### src/rtl/fetch_pkg.sv
// Shared fetch-stage types: the queued entry layout and the canonical NOP encoding.
package fetch_pkg;

  localparam int unsigned FetchXlen = 32;

  // The pc field is first so a packed entry reads as {pc, instr}.
  typedef struct packed {
    logic [FetchXlen-1:0] pc;
    logic [FetchXlen-1:0] instr;
  } fetch_entry_t;

  localparam logic [FetchXlen-1:0] NOP = 32'h00000013;

endpackage

### src/rtl/fetch_fifo.sv
// Circular prefetch storage with a synchronous flush. The caller never
// writes when the FIFO is full and never reads when it is empty.
module fetch_fifo #(
  parameter int Depth = 4,
  parameter int Width = 64
) (
  input  logic                   clock,
  input  logic                   reset,
  input  logic                   flush,
  input  logic                   wr_en,
  input  logic [Width-1:0]       wr_data,
  input  logic                   rd_en,
  output logic [Width-1:0]       rd_data,
  output logic [$clog2(Depth):0] count
);

  localparam int PtrW = $clog2(Depth);

  logic [Width-1:0] mem [Depth];
  logic [PtrW-1:0]  wr_ptr;
  logic [PtrW-1:0]  rd_ptr;

  // NOTE: non-blocking (<=) for all sequential state so every register samples pre-edge values.
  always_ff @(posedge clock or posedge reset) begin
    if (reset) begin
      wr_ptr <= '0;
      rd_ptr <= '0;
      count  <= '0;
    end else if (flush) begin
      wr_ptr <= '0;
      rd_ptr <= '0;
      count  <= '0;
    end else begin
      if (wr_en) wr_ptr <= wr_ptr + PtrW'(1);
      if (rd_en) rd_ptr <= rd_ptr + PtrW'(1);
      case ({wr_en, rd_en})
        2'b10:   count <= count + 1'b1;
        2'b01:   count <= count - 1'b1;
        default: count <= count;
      endcase
    end
  end

  // NOTE: storage is deliberately not reset; an empty FIFO's head is masked downstream.
  always_ff @(posedge clock) begin
    if (wr_en && !flush) mem[wr_ptr] <= wr_data;
  end

  assign rd_data = mem[rd_ptr];

endmodule

### src/rtl/fetch_queue.sv
// Instruction prefetch: issues sequential word reads, tags the one-cycle
// responses with their PC and queues them for decode; redirect restarts fetch.
module fetch_queue
  import fetch_pkg::*;
#(
  parameter int                   DataWidth = 32,
  parameter int                   AddrWidth = 10,
  parameter int                   Depth     = 4,
  parameter logic [DataWidth-1:0] ResetPC   = '0
) (
  input  logic                       clock,
  input  logic                       reset,
  output logic                       imem_req,
  output logic [AddrWidth-1:0]       imem_addr,
  input  logic [DataWidth-1:0]       imem_rdata,
  input  logic                       redirect,
  input  logic [DataWidth-1:0]       redirect_target,
  input  logic                       deq_ready,
  output logic                       deq_valid,
  output logic [DataWidth-1:0]       deq_instr,
  output logic [DataWidth-1:0]       deq_pc,
  output logic [$clog2(Depth):0]     occupancy
);

  localparam int OccW = $clog2(Depth) + 1;

  logic [DataWidth-1:0]   fetch_pc;
  logic [DataWidth-1:0]   inflight_pc;
  logic                   inflight;
  logic [OccW:0]          pending;
  logic                   enq;
  logic                   deq;
  logic [2*DataWidth-1:0] head;

  // Counting the in-flight slot guarantees its response always has room.
  assign pending   = {1'b0, occupancy} + {{OccW{1'b0}}, inflight};
  assign imem_req  = !reset && !redirect && (pending < (OccW+1)'(Depth));
  assign imem_addr = fetch_pc[AddrWidth+1:2];

  assign enq       = inflight && !redirect;
  assign deq_valid = (occupancy != '0) && !redirect;
  assign deq       = deq_valid && deq_ready;

  assign deq_pc    = deq_valid ? head[2*DataWidth-1:DataWidth] : '0;
  assign deq_instr = deq_valid ? head[DataWidth-1:0]           : '0;

  always_ff @(posedge clock or posedge reset) begin
    if (reset) begin
      fetch_pc    <= ResetPC;
      inflight    <= 1'b0;
      inflight_pc <= '0;
    end else if (redirect) begin
      fetch_pc <= {redirect_target[DataWidth-1:2], 2'b00};
      inflight <= 1'b0;
    end else begin
      inflight <= imem_req;
      if (imem_req) begin
        inflight_pc <= fetch_pc;
        fetch_pc    <= fetch_pc + DataWidth'(4);
      end
    end
  end

  fetch_fifo #(
    .Depth (Depth),
    .Width (2*DataWidth)
  ) u_fifo (
    .clock   (clock),
    .reset   (reset),
    .flush   (redirect),
    .wr_en   (enq),
    .wr_data ({inflight_pc, imem_rdata}),
    .rd_en   (deq),
    .rd_data (head),
    .count   (occupancy)
  );

endmodule

### config.mk
export PLATFORM = sky130hd
export DESIGN_NAME = fetch_queue
export DESIGN_NICKNAME = d
export VERILOG_FILES = /design/src/rtl/fetch_pkg.sv /design/src/rtl/fetch_fifo.sv /design/src/rtl/fetch_queue.sv
export SDC_FILE = /design/constraint.sdc
export NUM_CORES = 1
export LEC_CHECK = 0
export ABC_AREA = 1
export CAP_MARGIN = 5
export CORE_AREA = 2 2 169 171
export CTS_CLUSTER_SIZE = 10
export DETAILED_ROUTE_END_ITERATION = 10
export DIE_AREA = 0 0 171 173
export PLACE_DENSITY = 0.74
export SLEW_MARGIN = 0
export SYNTH_ARGS = -nofsm -noshare
export SYNTH_HDL_FRONTEND = slang
export SYNTH_SLANG_ARGS = --single-unit
### constraint.sdc
create_clock -name clock -period 4.9 [get_ports clock]
set_input_delay 0.98 -clock clock [delete_from_list [all_inputs] [get_ports clock]]
set_output_delay 0.98 -clock clock [all_outputs]
set_load 0.1 [all_outputs]
# Yosys cells after proc, flatten, opt, wreduce, memory -nomap -nowiden

Memories as Yosys holds them, arrays and structs flattened.
Cells that the tools add are included.

Register bits: 72
Memory bits (writable): 256
Bits of input ports: 68
Output and inout port bits: 79
Word-level logic and storage cells: 44
Memories: 1

Memories:

| memory     | words | bits a word | read ports | clocked after Yosys merged registers in | wr ports | RTL line         | text |
|---|---|---|---|---|---|---|---|
| u_fifo.mem | 4     | 64          | 1          | 0                                       | 1        | fetch_fifo.sv:19 | `logic [Width-1:0] mem [Depth];` |

$add $sub $neg: 6
Magnitude comparators: 1
Equality and inequality tests: 2
Mux-type cells: 13
Bitwise logic cells: 1
Reductions and logical operators: 14

Operators by type and width:

| kind                  | number |
|---|---|
| $mux 32               | 4 |
| $add 32x3->32 const B | 1 |
| $mux 2                | 4 |
| $logic_and 1x1->1     | 6 |
| $pmux 3 s2            | 1 |
| $reduce_bool 2->1     | 3 |
| $reduce_bool 3->1     | 2 |
| $add 2x1->2 const B   | 2 |
| $add 3x1->4           | 1 |
| $lt 4x3->1 const B    | 1 |
| $add 3x1->3 const B   | 1 |
| $mux 1                | 3 |
| $mux 3                | 1 |
| $sub 3x1->3 const B   | 1 |
| $eq 2x1->1 const B    | 1 |
| $eq 2x2->1 const B    | 1 |
| $logic_not 1->1       | 2 |
| $reduce_and 2->1      | 1 |
| $not 1->1             | 1 |

# Logic depth before layout (Yosys ltp)

Gate-level depths: netlist of the first run.

Depth in word-level cells: 6
Gate-level depth with buffers: 12

# Modules after synthesis

From an unflattened synthesis of the first run, not the netlist that was laid out.

Cell total of the unflattened synthesis: 1266
Area total of the unflattened synthesis: 13843.3 µm²

Modules (own cells, without submodules):

| module      | times used | cells each | area an instance (µm²) |
|---|---|---|---|
| fetch_fifo  | 1          | 679        | 9918.3 |
| fetch_queue | 1          | 587        | 3925.0 |

# Worst setup path after synthesis of the first run

OpenSTA, ideal clock, no wires.

Kind: input-to-reg
From: input redirect
To: memory u_fifo.mem[0][0] (enable)
Arrival: 3.905 ns
Required time: 4.418 ns
Slack: 0.512 ns
Stages on the path: 4
Path buffers: 1
Cells stage by stage: buf_6 inv_4 nand2_2 nor2_1

Cells in the longest elaborated chain, start to end: 5

RTL lines:

| element                          | RTL line                            | text |
|---|---|---|
| from (decl)                      | fetch_queue.sv:16                   | `input logic redirect,` |
| $logic_not 1->1 (*)              | fetch_fifo.sv:46, fetch_queue.sv:40 |  |
| $logic_and 1x1->1                | fetch_queue.sv:40                   | `assign enq = inflight && !redirect;` |
| $logic_and 1x1->1 (*)            | fetch_fifo.sv:46                    | `if (wr_en && !flush) mem[wr_ptr] <= wr_data;` |
| $mux 1 (*)                       | fetch_fifo.sv:46                    |  |
| $mux 1 (implied by the code) (*) | fetch_fifo.sv:46                    |  |
| to (decl)                        | fetch_fifo.sv:19                    |  |

Every way passes the cells marked *; elsewhere a longest branch is shown, timed or not.

# Worst setup path in the final report of the first run

From: register u_fifo.rd_ptr[0]
To: output deq_instr[31]

Cells in the longest elaborated chain, start to end: 2

RTL lines:

| element                | RTL line          | text |
|---|---|---|
| from (decl)            | fetch_fifo.sv:21  | `logic [PtrW-1:0] rd_ptr;` |
| from (signal assigned) | fetch_fifo.sv:35  | `if (rd_en) rd_ptr <= rd_ptr + PtrW'(1);` |
| $mem_v2 4x64           | --                |  |
| $mux 32                | fetch_queue.sv:45 | `assign deq_instr = deq_valid ? head[DataWidth-1:0] : '0;` |
| to (decl)              | fetch_queue.sv:20 | `output logic [DataWidth-1:0] deq_instr,` |

Every way passes these cells.

==> results of run 1 <==
==> routing by layer <==
| metal | vias to the layer above | part of all wire |
|---|---|---|
| met5 | - | 0 |
| met3 | 39 | 0.057 |
| met1 | 4378 | 0.42 |
| li1 | 4447 | - |
| met2 | 282 | 0.51 |
| met4 | 0 | 0.016 |
==> stage by stage <==
| stage | instance area, um^2 | power (mW) | cells |
|---|---|---|---|
| 2_1_floorplan | 13400 | 3.93 | 1229 |
| 3_3_place_gp | 15700 | 4.28 | 1692 |
| 3_5_place_dp | 15700 | 4.31 | 1692 |
| 4_1_cts | 16900 | 6.94 | 1749 |
| 5_1_grt | 16900 | 7.13 | 1749 |
| 6_report | 16900 | 6.90 | 1749 |
==> critical path, cell delays in order (launching register included) <==
cell and delay (ns):
dfrtp_4 0.41, buf_4 0.54, buf_4 0.68, nor2_1 0.11
nor2_1 0.11, o21ai_0 0.10, a21oi_1 0.38, buf_12 0.23
==> sequential cells by signal, indices dropped and copies added (netlist names) <==
name / count
u_fifo.rd_ptr: 2
inflight_pc: 30
inflight: 1
u_fifo.wr_ptr: 2
u_fifo.count: 3
fetch_pc: 30
u_fifo.mem: 248
==> cell usage after synthesis (2+ instances only) <==
library cell / instances / share of area
buf_4: 15 / 0.0084
a21oi_1: 64 / 0.024
edfxtp_1: 248 / 0.56
clkbuf_1: 22 / 0.0062
o21ai_0: 148 / 0.055
nor2_2: 5 / 0.0023
nand3_2: 4 / 0.0030
nor3_1: 3 / 0.0011
dfrtp_1: 68 / 0.13
buf_1: 4 / 0.0011
nor2_4: 5 / 0.0042
nand3_1: 52 / 0.019
inv_1: 43 / 0.012
nor2_1: 313 / 0.088
buf_2: 21 / 0.0078
xor2_1: 4 / 0.0026
buf_6: 7 / 0.0059
a22oi_1: 21 / 0.012
nand2_2: 7 / 0.0033
clkbuf_2: 5 / 0.0019
nand4_1: 7 / 0.0033
o21ai_2: 2 / 0.0013
inv_2: 6 / 0.0017
ha_1: 5 / 0.0047
nand2_1: 136 / 0.038
==> cell type report <==
class                   instances  share of cell area
clock buffers                  54              0.0637
clock inverters                 3             0.00534
inverters                      50              0.0114
multi-input cells             789               0.219
flip-flops and latches        316               0.543
well taps                     378              0.0280
repair buffers                159               0.130
==> cells in the final DEF (no fill, tap or decap), types with 9 or more instances in the layout <==
cell type / instances
nand3_1: 52
nand2_1: 136
clkbuf_16: 41
clkdlybuf4s50_1: 78
inv_1: 42
clkbuf_1: 13
o21ai_0: 148
buf_12: 64
nor2_1: 309
a22oi_1: 21
dfrtp_1: 66
buf_4: 17
edfxtp_1: 248
a21oi_1: 64
nor2_4: 9
==> logic make-up (layout without fill, tap and decap cells) <==
kind of cell | count (synthesis) | count (layout)
buf+inv | 124 | 266
other cells | 1 | 2
flops | 316 | 316
fa+ha+maj | 6 | 6
xor+xnor | 5 | 5
simple gates | 537 | 537
compound gates | 239 | 239
==> report_power, final <==
part           internal [mW]  leakage [nW]  switching (mW)
Combinational          0.336          2.61           0.758
Sequential              3.04          3.09           0.117
Clock                   1.66         0.563           0.978
Total                   5.04          6.26            1.85
==> final timing paths <==
| check | endpoint | slack [ns] |
|---|---|---|
| worst min-delay path | u_fifo.mem[0][46] | 0.52 |
| worst max-delay path | deq_instr[31] | 0.83 |
| max in group asynchronous | inflight_pc[6] | 2.96 |
| worst min register to register | u_fifo.mem[0][46] | 0.52 |
| min in group asynchronous | u_fifo.rd_ptr[0] | 1.02 |
| worst max register to register | fetch_pc[2] | 2.90 |
==> flow_metrics.py, run 1 <==
metrics = {
    "synthesis": {
        "synthCells": 1228,
        "yosys_register_bits": 316,
        "async_flop_share": 0.215,
        "seq_area_frac_synth": 0.682,
        "synth_ff_type": "edfxtp_1",
        "yosys.area_share.simple": 0.168,
        "muxShareOfSynthArea": 0,
        "synth_fa_ha_area_frac": 0.00616,
        "netlist_area_um2": 13400,
        "synth-xor-area-share": 0.00326,
        "yosysWarningCount": 0,
        "synth_edf_count": 248,
        "synth_top_family_by_area": "simple AND/OR/NAND/NOR gates",
        "syn_area_per_cell_um2": 10.9,
        "synth.distinct_cells": 38,
        "synth_compound_area_frac": 0.0953,
    },
    "placement": {
        "pre_cts_ws_ns": 1.33,
        "port_buffers": 142,
        "place.gp.congestion": 0.799,
        "dp_hpwl_um": 17000,
    },
    "floorplan": {
        "core_um2": 27600,
        "start_util": 0.486,
        "rows": 61,
        "io_pins": 147,
        "die_h_um": 173,
        "die_area_um2": 29600,
        "die_w_um": 171,
    },
    "sta": {
        "rsz0062_at_grt": "no",
        "fin_crit_sh": 0.830,
        "drv_slew": 0,
        "worst_pin_slew_ns": 1.05,
        "finalSetupTns_ns": 0,
        "fmax_mhz": 246,
        "relSlewSlack": 0.297,
        "setup_viol_count_final": 0,
        "min_period_ns": 4.07,
        "worst_clock_skew_ns": 0.0107,
        "hold_viol_final": 0,
        "setup_ws_ns": 0.832,
        "timing.hold.ws_ns": 0.524,
    },
    "routing": {
        "ant_nets": 0,
        "wl_um": 28900,
        "drc_errors": 0,
        "route.detailed.wl_per_inst_um": 16.5,
        "drt_iter0_drc": 748,
        "via_per_inst": 5.23,
        "vias": 9146,
        "firstDrtPassIters": 5,
    },
    "cts": {
        "clk_path_buf_depth": 3,
        "cts_tree": "yes",
        "cts-resized-gates": 0,
        "clkTransAtPathRegs_ns": 0.06,
        "htreeDepth": 2,
        "cts_buffers": 38,
        "cts.sinks": 316,
        "clock_latency_ns": 0.51,
        "cts_hold_buf": 0,
        "post-cts-setup-buffers": 0,
        "cts-root-buf": "clkbuf_16",
    },
    "layout": {
        "regArea_um2": 9150,
        "nNetsFinal": 1428,
        "fin_util": 0.610,
        "area_growth_pct": 25.7,
        "drive_above_1_share": 0.123,
        "multi_input_area_um2": 3690,
        "nFillCells": 2222,
        "n_antenna_cell": 0,
    },
    "global_route": {
        "grt.met2_usage": 0.348,
        "busiest_layer": "met2",
        "grt_pass1_wl_um": 45600,
        "track_usage": 0.195,
        "antenna_found_initial": 0,
        "grt_max_degree": 81,
        "grt_util_met3": 0.0318,
        "grt_pass1_vias": 9027,
        "grtUsageMet1": 0.248,
        "grt_overflow": 0,
    },
    "critical_path": {
        "crit_path_end_kind": "output pin",
        "critPathArrivalTime_ns": 3.09,
        "r2r_start": "u_fifo.count[0]",
        "startpoint": "u_fifo.rd_ptr[0]",
        "startpoint_type": "register",
        "path_class": "reg2out",
        "crit_required_ns": 3.92,
        "worstRegToRegCells": 6,
        "path_max_fanout": 66,
    },
    "power": {
        "vdd_drop_max_v": 0.000211,
        "power_density_nw_per_um2": 409,
        "p_leak_nw": 6.26,
    },
    "run_status": {
        "outcome": "finished, final reports clean",
    },
    "hold_path": {
        "min-delay-start": "inflight_pc[14]",
        "hold_class": "reg2reg",
        "whs_path_depth": 0,
    },
    "run": {
        "drv_cap": 0,
    },
}
Power figures use the tool's default switching activity.
==> run 2: changes to the inputs <==
- clock period: 4.9 -> 3.8 ns (I/O delays scaled with it)
==> run 2 against run 1 <==
Compared with the run above: sequential share of layout area down 0.86 points; critical path depth shrank 1; register-to-register slack lost 0.96 ns; global-route usage increased by 0.30 points; cell area rose by 1.6%; hold slack lost 0.0051 ns; first-iteration DRC count up 4.3%; critical path type unchanged.
==> flow_metrics.py, run 2 (synthesis gave the netlist of run 1 again) <==
metrics = {
    "global_route": {
        "track_usage": 0.198,
        "busiest_layer": "met2",
        "grtUsageMet1": 0.263,
        "grt_overflow": 0,
        "grt_pass1_wl_um": 46700,
        "grt_pass1_vias": 9080,
        "grt_max_degree": 82,
        "grt.met2_usage": 0.340,
        "antenna_found_initial": 0,
        "grt_util_met3": 0.0302,
    },
    "floorplan": {
        "die_h_um": 173,
        "core_um2": 27600,
        "start_util": 0.486,
        "rows": 61,
        "die_area_um2": 29600,
        "io_pins": 147,
        "die_w_um": 171,
    },
    "placement": {
        "dp_hpwl_um": 17200,
        "place.gp.congestion": 0.799,
        "placedCellCount": 1696,
        "pre_cts_ws_ns": 0.682,
        "port_buffers": 142,
    },
    "cts": {
        "cts_tree": "yes",
        "cts_buffers": 38,
        "clk_path_buf_depth": 3,
        "htreeDepth": 2,
        "clkTransAtPathRegs_ns": 0.05,
        "clock_latency_ns": 0.51,
        "cts-root-buf": "clkbuf_16",
        "cts_hold_buf": 0,
        "cts.sinks": 316,
        "cts-resized-gates": 0,
        "post-cts-setup-buffers": 0,
    },
    "layout": {
        "fin_util": 0.620,
        "area_growth_pct": 27.7,
        "nNetsFinal": 1432,
        "largest_reg_flops": 248,
        "regMostFlops": "u_fifo.mem",
        "n_antenna_cell": 0,
        "final_cell_mix": "nor2_1 (309), edfxtp_1 (248), o21ai_0 (148)",
        "nFillCells": 2147,
        "fin_cells": 1753,
        "top_regs": "u_fifo.mem: 248 flops, fetch_pc: 30 flops, inflight_pc: 30 flops",
        "drive_above_1_share": 0.169,
        "final_common_cell": "nor2_1",
    },
    "sta": {
        "fmax_mhz": 296,
        "worst_pin_slew_ns": 0.973,
        "min_period_ns": 3.38,
        "fin_crit_sh": 0.889,
        "hold_viol_final": 0,
        "drv_slew": 0,
        "setup_viol_count_final": 0,
        "timing.hold.ws_ns": 0.519,
        "setup_ws_ns": 0.423,
        "worst_clock_skew_ns": 0.0107,
        "finalSetupTns_ns": 0,
        "rsz0062_at_grt": "no",
        "relSlewSlack": 0.349,
    },
    "critical_path": {
        "path_max_fanout": 44,
        "crit_required_ns": 3.04,
        "cp_slowest_cell": "dfrtp_4",
        "path_depth": 6,
        "critPathTopFamily": "flip-flops",
        "crit_path_frequent_cell": "nor2_1",
        "path_buf_inv": 2,
        "slowest_delay_ns": 0.77,
        "crit_path_end_kind": "output pin",
        "critPathArrivalTime_ns": 2.62,
        "startpoint_type": "register",
        "worstRegToRegCells": 7,
        "crit_path_cell_trace": "buf_4 -> nor2_1 -> nor2_1 -> o21ai_0 -> a21oi_2 -> buf_12",
        "path_class": "reg2out",
    },
    "run_status": {
        "outcome": "finished, final reports clean",
    },
    "power": {
        "power_density_nw_per_um2": 508,
        "p_leak_nw": 6.26,
        "vdd_drop_max_v": 0.000314,
    },
    "routing": {
        "via_per_inst": 5.26,
        "drc_errors": 0,
        "drt_iter0_drc": 780,
        "wl_um": 29300,
        "firstDrtPassIters": 7,
        "vias": 9226,
        "ant_nets": 0,
        "route.detailed.wl_per_inst_um": 16.7,
    },
    "run": {
        "drv_cap": 0,
    },
    "hold_path": {
        "hold_class": "reg2reg",
        "whs_path_depth": 0,
    },
}
[run 2: path summary, 6_finish.rpt]
kind / endpoint / start / slack (ns)
worst max-delay path: deq_pc[20] / u_fifo.rd_ptr[0] / 0.42
worst min-delay path: u_fifo.mem[0][61] / inflight_pc[29] / 0.52
worst max register to register: fetch_pc[20] / u_fifo.count[0] / 1.94
worst min register to register: u_fifo.mem[0][61] / inflight_pc[29] / 0.52
max in group asynchronous: inflight_pc[23] / reset / 2.79
min in group asynchronous: u_fifo.wr_ptr[0] / reset / 0.69
[run 2: through the flow]
step	instance area [um^2]	total power [mW]
6_report	17100	8.70
5_1_grt	17100	9.01
4_1_cts	17100	8.77
3_5_place_dp	16100	5.62
3_3_place_gp	16100	5.59
2_1_floorplan	13600	5.10
[run 2: metal layers]
metal  wire [um]  part of all wire
met1       12300              0.42
met2       14700              0.50
met3        1560             0.053
met4         640             0.022
met5           0                 0
[run 2: layout make-up]
cell class / instances / area (um^2) / share of cell area
clock inverter: 4 / 25.0 / 0.00146
inverter: 50 / 191 / 0.0112
tap: 378 / 473 / 0.0276
sequential: 316 / 9150 / 0.534
timing repair buffer: 163 / 2330 / 0.136
clock buffer: 53 / 1040 / 0.0606
multi-input combinational: 789 / 3920 / 0.229
[run 2: power by group]
| group | total [mW] | leakage (nW) | internal (mW) | switching (mW) |
|---|---|---|---|---|
| Combinational | 1.46 | 2.66 | 0.464 | 0.999 |
| Clock | 3.14 | 0.513 | 1.88 | 1.26 |
| Sequential | 4.09 | 3.09 | 3.93 | 0.168 |
==> run 3: changes to the inputs <==
- CORE_AREA: 2 2 169 171 -> 4 4 171 173
- DIE_AREA: 0 0 171 173 -> 0 0 175 177
==> run 3 against run 2 <==
Compared with the run above: total power down 0.81%; hold slack worse by 0.00070 ns; cell area down 0.41%; combinational power about the same; critical path type unchanged.
==> flow_metrics.py, run 3 (synthesis gave the netlist of run 1 again) <==
metrics = {
    "critical_path": {
        "cp_slowest_cell": "buf_4",
        "slowest_delay_ns": 0.59,
        "crit_path_end_kind": "output pin",
        "r2r_end": "u_fifo.count[2]",
        "rrSetupSlack_ns": 1.88,
        "critPathTopFamily": "buffers and inverters",
        "startpoint_type": "register",
        "crit_path_frequent_cell": "nor2_1",
        "r2r_start": "u_fifo.count[0]",
        "path_max_fanout": 68,
        "path_class": "reg2out",
        "critPathArrivalTime_ns": 2.47,
        "path_depth": 6,
        "crit_path_cell_trace": "buf_4 -> nor2_1 -> nor2_1 -> o21ai_0 -> a21oi_2 -> buf_12",
        "worstRegToRegCells": 11,
        "crit_required_ns": 3.04,
        "path_buf_inv": 2,
    },
    "cts": {
        "cts.sinks": 316,
        "cts-resized-gates": 0,
        "clock_latency_ns": 0.51,
        "cts_buffers": 37,
        "cts_tree": "yes",
        "post-cts-setup-buffers": 0,
        "htreeDepth": 2,
        "clkTransAtPathRegs_ns": 0.06,
        "cts-root-buf": "clkbuf_16",
        "cts_hold_buf": 0,
        "clk_path_buf_depth": 3,
    },
    "placement": {
        "placedCellCount": 1693,
        "dp_hpwl_um": 17400,
        "port_buffers": 142,
        "placed_area_um2": 16000,
        "place.gp.congestion": 0.811,
        "pre_cts_ws_ns": 0.574,
    },
    "floorplan": {
        "io_pins": 147,
        "start_util": 0.486,
        "core_um2": 27600,
        "die_w_um": 175,
        "rows": 61,
        "die_h_um": 177,
        "die_area_um2": 31000,
    },
    "routing": {
        "wl_um": 29500,
        "route.detailed.wl_per_inst_um": 16.9,
        "firstDrtPassIters": 5,
        "via_per_inst": 5.20,
        "ant_nets": 0,
        "vias": 9088,
        "drt_iter0_drc": 625,
        "drc_errors": 0,
    },
    "sta": {
        "drv_slew": 0,
        "rsz0062_at_grt": "no",
        "setup_ws_ns": 0.571,
        "fin_crit_sh": 0.850,
        "timing.hold.ws_ns": 0.518,
        "fmax_mhz": 310,
        "worst_pin_slew_ns": 1.01,
        "hold_viol_final": 0,
        "min_period_ns": 3.23,
        "worst_clock_skew_ns": 0.0132,
        "relSlewSlack": 0.327,
        "setup_viol_count_final": 0,
    },
    "power": {
        "p_leak_nw": 6.22,
        "vdd_drop_max_v": 0.000316,
        "power_density_nw_per_um2": 506,
    },
    "layout": {
        "regArea_um2": 9150,
        "final_common_cell": "nor2_1",
        "final_cell_mix": "nor2_1 (309), edfxtp_1 (248), o21ai_0 (148)",
        "regMostFlops": "u_fifo.mem",
        "stdcell_area_um2": 17100,
        "area_growth_pct": 27.2,
        "n_antenna_cell": 0,
        "nNetsFinal": 1428,
        "fin_util": 0.618,
        "nFillCells": 2153,
        "fin_cells": 1748,
        "largest_reg_flops": 248,
        "multi_input_area_um2": 3920,
        "drive_above_1_share": 0.165,
        "top_regs": "u_fifo.mem: 248 flops, fetch_pc: 30 flops, inflight_pc: 30 flops",
    },
    "hold_path": {
        "hold_class": "reg2reg",
        "worstHoldEndpoint": "u_fifo.mem[3][50]",
        "whs_path_depth": 0,
        "min-delay-start": "inflight_pc[18]",
    },
    "run_status": {
        "outcome": "finished, final reports clean",
    },
    "global_route": {
        "grt_overflow": 0,
        "grt_pass1_wl_um": 47500,
        "busiest_layer": "met2",
        "antenna_found_initial": 0,
        "grtUsageMet1": 0.247,
        "grt_util_met3": 0.0346,
        "track_usage": 0.193,
        "grt_max_degree": 69,
        "grt.met2_usage": 0.339,
        "grt_pass1_vias": 9025,
    },
    "run": {
        "drv_cap": 0,
    },
}
## run 3: changes by cell type in the layout (fill, tap and decap cells not counted), sizes merged
| cell | delta |
|---|---|
| buf | -3 |
| clkinvlp | -1 |
| clkinv | -2 |
| clkbuf | +1 |
## run 3: where the power goes
part           leakage (nW)  total, mW  internal, mW  switching (mW)
logic                  2.63       1.47         0.458            1.01
registers              3.09       4.08          3.93           0.152
clock network         0.503       3.08          1.86            1.22
## run 3: metrics by stage
| step | setup TNS, ns | power [mW] |
|---|---|---|
| after floorplan | -91.19 | 5.10 |
| after CTS | 0 | 8.70 |
| after detailed placement | 0 | 5.62 |
| after global routing | 0 | 8.98 |
| final | 0 | 8.63 |
| after global placement | 0 | 5.58 |
## run 3: how the worst max path moves through the flow
stage	startpoint	endpoint	slack [ns]
after global routing	u_fifo.rd_ptr[0]	deq_pc[9]	0.39
after floorplan	redirect	u_fifo.mem[0][0]	-0.37
after CTS	u_fifo.rd_ptr[0]	deq_pc[9]	0.51
final	u_fifo.rd_ptr[0]	deq_pc[9]	0.57
after detailed placement	redirect	imem_req	0.57
after global placement	redirect	imem_req	0.61
## run 3: worst reg2reg max path, stage by stage (launching register included)
cell and delay, ns:
dfrtp_1 0.45, nor2_1 0.16, nand2_2 0.13, nand4_4 0.12, inv_2 0.06, fa_1 0.39, xnor2_1 0.24, inv_1 0.07
nand2_1 0.06, nand2_1 0.05, nand2_1 0.06, nand2_1 0.04
## run 3: final cells by class
cell class	count	area share
inverter	50	0.0112
clock buffer	54	0.0605
sequential	316	0.536
timing repair buffer	160	0.134
clock inverter	1	0.000513
multi-input combinational	789	0.230
tap	378	0.0277
## run 3: layer usage
layer	wire length, um	up-vias
li1	-	4450
met1	12300	4328
met2	15000	269
met3	1670	41
met4	578	0
met5	0	-
